[src/rtl/temp_buf_reader.sv]
// Temp buffer read-back: fetches NUM_WORDS sequential words from the single-port
// temp RAM, absorbs its read latency and presents them packed MSB-first under valid/ready.
module temp_buf_reader #(
  parameter int unsigned DATA_WIDTH = 32,
  parameter int unsigned ADDR_WIDTH = 7,
  parameter int unsigned NUM_WORDS  = 10,
  parameter int unsigned RD_LATENCY = 1
) (
  input  logic                             clk,
  input  logic                             rst_n,
  input  logic                             rd_start,
  input  logic [ADDR_WIDTH-1:0]            rd_base_addr,
  output logic [ADDR_WIDTH-1:0]            buf_addr,
  output logic                             buf_en,
  input  logic [DATA_WIDTH-1:0]            buf_data,
  output logic [DATA_WIDTH*NUM_WORDS-1:0]  data_out,
  output logic                             out_valid,
  input  logic                             out_ready,
  output logic                             busy
);

  localparam int unsigned OUT_W = DATA_WIDTH * NUM_WORDS;
  localparam int unsigned IDX_W = (NUM_WORDS > 1) ? $clog2(NUM_WORDS) : 1;
  localparam logic [IDX_W-1:0] LAST_IDX = IDX_W'(NUM_WORDS - 1);

  typedef enum logic [1:0] {
    S_IDLE,
    S_FETCH,
    S_DRAIN,
    S_HOLD
  } state_e;

  state_e                              state_q, state_d;
  logic [ADDR_WIDTH-1:0]               buf_addr_q, buf_addr_d;
  logic                                buf_en_q, buf_en_d;
  logic [IDX_W-1:0]                    idx_q, idx_d;
  logic [OUT_W-1:0]                    data_out_q, data_out_d;
  logic                                out_valid_q, out_valid_d;
  logic                                busy_q, busy_d;
  logic [RD_LATENCY-1:0]               tag_vld_q, tag_vld_d;
  logic [RD_LATENCY-1:0][IDX_W-1:0]    tag_idx_q, tag_idx_d;
  logic                                cap_vld;
  logic [IDX_W-1:0]                    cap_idx;

  // Tail of the tag pipeline lines up with the RAM data for that strobe.
  assign cap_vld = tag_vld_q[RD_LATENCY-1];
  assign cap_idx = tag_idx_q[RD_LATENCY-1];

  always_comb begin
    state_d     = state_q;
    buf_addr_d  = buf_addr_q;
    buf_en_d    = 1'b0;
    idx_d       = idx_q;
    data_out_d  = data_out_q;
    out_valid_d = out_valid_q;
    busy_d      = busy_q;

    tag_vld_d[0] = buf_en_q;
    tag_idx_d[0] = idx_q;
    for (int unsigned i = 1; i < RD_LATENCY; i++) begin
      tag_vld_d[i] = tag_vld_q[i-1];
      tag_idx_d[i] = tag_idx_q[i-1];
    end

    // Slot 0 (base address) lands in the most-significant word.
    for (int unsigned s = 0; s < NUM_WORDS; s++) begin
      if (cap_vld && (cap_idx == IDX_W'(s))) begin
        data_out_d[(NUM_WORDS-1-s)*DATA_WIDTH +: DATA_WIDTH] = buf_data;
      end
    end

    unique case (state_q)
      S_IDLE: begin
        if (rd_start) begin
          state_d    = S_FETCH;
          buf_en_d   = 1'b1;
          buf_addr_d = rd_base_addr;
          idx_d      = '0;
          busy_d     = 1'b1;
        end
      end
      S_FETCH: begin
        if (idx_q == LAST_IDX) begin
          state_d = S_DRAIN;
        end else begin
          buf_en_d   = 1'b1;
          idx_d      = idx_q + 1'b1;
          buf_addr_d = buf_addr_q + 1'b1;
        end
      end
      S_DRAIN: begin
        if (cap_vld && (cap_idx == LAST_IDX)) begin
          state_d     = S_HOLD;
          out_valid_d = 1'b1;
        end
      end
      S_HOLD: begin
        if (out_ready) begin
          state_d     = S_IDLE;
          out_valid_d = 1'b0;
          busy_d      = 1'b0;
        end
      end
      default: state_d = S_IDLE;
    endcase
  end

  always_ff @(posedge clk) begin
    if (!rst_n) begin
      state_q     <= S_IDLE;
      buf_addr_q  <= '0;
      buf_en_q    <= 1'b0;
      idx_q       <= '0;
      data_out_q  <= '0;
      out_valid_q <= 1'b0;
      busy_q      <= 1'b0;
      tag_vld_q   <= '0;
      tag_idx_q   <= '0;
    end else begin
      state_q     <= state_d;
      buf_addr_q  <= buf_addr_d;
      buf_en_q    <= buf_en_d;
      idx_q       <= idx_d;
      data_out_q  <= data_out_d;
      out_valid_q <= out_valid_d;
      busy_q      <= busy_d;
      tag_vld_q   <= tag_vld_d;
      tag_idx_q   <= tag_idx_d;
    end
  end

  assign buf_addr  = buf_addr_q;
  assign buf_en    = buf_en_q;
  assign data_out  = data_out_q;
  assign out_valid = out_valid_q;
  assign busy      = busy_q;

endmodule

[config.mk]
export PLATFORM = sky130hd
export DESIGN_NAME = temp_buf_reader
export DESIGN_NICKNAME = d
export VERILOG_FILES = /design/src/rtl/temp_buf_reader.sv
export SDC_FILE = /design/constraint.sdc
export NUM_CORES = 1
export LEC_CHECK = 0
export ABC_AREA = 1
export CAP_MARGIN = 30
export CORE_ASPECT_RATIO = 0.5
export CORE_MARGIN = 1.5
export CORE_UTILIZATION = 30
export CTS_CLUSTER_SIZE = 20
export DETAILED_ROUTE_END_ITERATION = 12
export PLACE_DENSITY = 0.65
export SETUP_SLACK_MARGIN = 0.2
export SLEW_MARGIN = 5
export SYNTH_ARGS = -nofsm -noshare
export SYNTH_HDL_FRONTEND = slang
export SYNTH_SLANG_ARGS = --single-unit
[constraint.sdc]
create_clock -name clk -period 1.6 [get_ports clk]
set_clock_uncertainty 0.15 [all_clocks]
set_input_delay 0.32 -clock clk [delete_from_list [all_inputs] [get_ports clk]]
set_output_delay 0.32 -clock clk [all_outputs]
set_load 0.01 [all_outputs]
==> flow_summary.toml <==
[logic_synthesis]
synthXorXnorAreaFrac_pct = 0.2131
syn-instance-count = 1594
yosysSeqAreaShare_pct = 55.36
ys_ff_latch = 341
synthAdderAreaFrac_pct = 0.8118
synth_compound_area_share_pct = 16.73
synth_top_family_by_area = "simple AND/OR/NAND/NOR gates"
syn_avg_cell_area_sq_um = 7.736
syn-num-nets = 1645
synth_area_sq_um = 12330
yosysUniqueCellTypes = 27
synth_mux_area_share_pct = 0
ys_warn_count = 0
synth_simple_gate_area_share_pct = 18.78

[timing]
hold_viol = 0
relSlewSlack_pct = 70.43
fin_crit_ps = 1598
slew_viol_final = 0
tightest_slew_ps = 442.1
rsz0062_at_grt = "yes"
period_share_pct = 99.90
whs_ps = 136.6
max_freq_ghz = 0.6256
finalSetupViolCount = 0

[worst_setup_path]
slowest_delay_ps = 370
r2r_cells = 5
reg2reg_slack_ps = 2
r2r-end = "data_out[210]"
slowest_stage = "dfxtp_4"
cp.required_ps = 1850
cp.arrival_ps = 1850
setup.worst_path.end_class = "flip-flop"
crit_buf_inv = 1
crit_family = "simple AND/OR/NAND/NOR gates"
cp_max_fo = 8
path_class = "reg -> reg"
crit_chain = "nor2_4 > nand3_4 > buf_6 > o21ai_0 > a21oi_1"
r2r-start = "cap_idx[2]"
startpoint_type = "flip-flop"

[power]
power_density_nw_per_um2 = 1016
seqPwrFrac_pct = 44.0
p_clk_share_pct = 41.1
p_sw_share_pct = 25.95
power.switching_mw = 5.350
comb_power_share_pct = 14.9
p_int_mw = 15.26
peakVddDrop_mv = 0.5713
p_leak_nw = 8.319

[drt]
vias_per_cell = 4.773
wl_per_cell_um = 19.95
route.detailed.drc = 0
drt-pass1-iter-count = 5
num_vias = 12391
drtIter0Drc = 851
wl_mm = 51.80
postRouteAntennaNets = 0

[outcome]
status = "finished, final reports clean"

[worst_hold_path]
hold-path-cell-count = 4
whs_endpoint = "cap_idx[0]"
hold_path_class = "in -> reg"
holdCritStartpoint = "rst_n"

[global_routing]
grt_overflow = 0
grt.total_usage_pct = 20.56
grt_max_degree = 80
grt_first_pass_wirelength_mm = 66.99
grt_pass1_vias = 10701
antenna_found_initial = 2

[layout]
syn_to_final_growth_pct = 64.53
nFillCells = 3684
mostFrequentLayoutCells = "nor2_1 (488), dfxtp_1 (213), o21ai_0 (186)"
nets = 2081
fin_cells = 2596
layout-drive-gt1-share_pct = 39.32
layout_commonest_cell = "nor2_1"

[clock_network]
cts_sinks = 341
cts_buffers = 35
h-tree-depth = 2
cts-root-buf = "clkbuf_16"
clk_pin_slew_ps = 60
clock_path_buffers = 3
clkLatencyLatePin_ps = 520
cts_tree = "yes"

[placement]
place_inst = 2468
hpwl_mm = 31.45
gp_congestion = 0.8108
portBuffers = 372

[die]
die_y_um = 146.4
io_pins = 373
die-area_sq_um = 42400
start_util_pct = 30.47
die_w_um = 289.7
coreArea_sq_um = 40470
fp-row-count = 52

[run]
maxCapViolations = 0
## timing repair
action,CTS,global route
hold buffers,2,0
resized for setup,1167,644
pin swaps,0,88
setup endpoints to repair,655,665
hold endpoints to repair,10,0
gates cloned,0,34
setup buffers,6,23
## worst max-delay path by stage
stage / start / endpoint / slack (ps) / cells after the start
2_1_floorplan: state_q[1] / buf_addr[6] / 150 / 8
3_3_place_gp: rd_start / buf_addr[6] / -80 / 8
3_5_place_dp: rd_start / buf_addr[6] / -100 / 7
4_1_cts: data_out[236] / data_out[236] / 20 / 1
5_1_grt: cap_idx[0] / data_out[134] / -40 / 8
6_report: cap_idx[2] / data_out[210] / 2 / 5
## Yosys cell counts, drive strengths merged
cell type,number,area share [%]
buf,65,3.0
clkbuf,68,2.1
xnor2,1,0.071
clkinv,1,0.030
nor3,1,0.041
ha,8,0.81
o21ai,331,13
nand4,2,0.10
a31oi,1,0.051
a21oi,77,3.1
xor2,2,0.14
a211oi,2,0.12
nand2,43,1.3
nor2,529,16
or2,3,0.15
nand3,19,0.99
inv,100,3.0
dfxtp,341,55
## layout make-up
type	count	area [sq um]	area share [%]
diodes	1	2.502	0.01233
clock buffers	54	1090	5.372
clock inverters	8	93.84	0.4626
inverters	101	445.4	2.196
multi-input cells	1019	5137	25.32
flip-flops and latches	341	7012	34.56
well taps	540	675.6	3.330
repair buffers	532	5831	28.74
## power by group through the flow
stage | clock [mW] | combinational (mW) | sequential (mW)
floorplan | 0 | 1.24 | 9.30
global placement | 0 | 2.66 | 9.19
detailed placement | 0 | 2.68 | 9.20
CTS | 8.55 | 2.69 | 9.05
global route | 8.90 | 3.34 | 9.10
finish | 8.47 | 3.08 | 9.07
## layer usage
layer	vias up	global-route usage (%)	part of all wire (%)
met5	-	0	0
met3	146	2.344	5.0
li1	5974	-	-
met4	0	10.75	5.1
met1	5864	24.61	39
met2	407	36.15	51
## per-stage QoR
stage                     total power, mW  setup TNS (ps)  setup WS [ps]  area [sq um]  util [%]
after CTS                           20.29               0          19.05         18330     45.29
after floorplan                     10.54               0          152.8         12370         -
after global routing                21.34          -393.8         -36.93         20280     50.12
after global placement              11.85          -534.6         -84.55         17250     42.63
final                               20.61               0          1.599         20290     50.13
after detailed placement            11.88          -602.4         -101.2         17250     42.63
## state kept, by name (all words and copies together), names as in the netlist
name	count
buf_addr	7
buf_en	1
busy	1
cap_idx	4
cap_vld	1
data_out	320
idx_q	4
out_valid	1
state_q	2
## cells by family (layout without fill, tap and decap cells)
| logic type | after synthesis | count (layout) |
|---|---|---|
| AO/OA/AOI/OAI | 411 | 411 |
| buffers and inverters | 234 | 695 |
| AND/OR/NAND/NOR | 597 | 597 |
| adder cells (fa/ha/maj) | 8 | 8 |
| flip-flops | 341 | 341 |
| XOR/XNOR | 3 | 3 |
| other | 0 | 1 |
## worst min-delay path, delay by kind of cell
kind,cells,cell delay [ps]
buf+inv,3,370
simple gates,1,70
(Power assumes the default switching activity.)
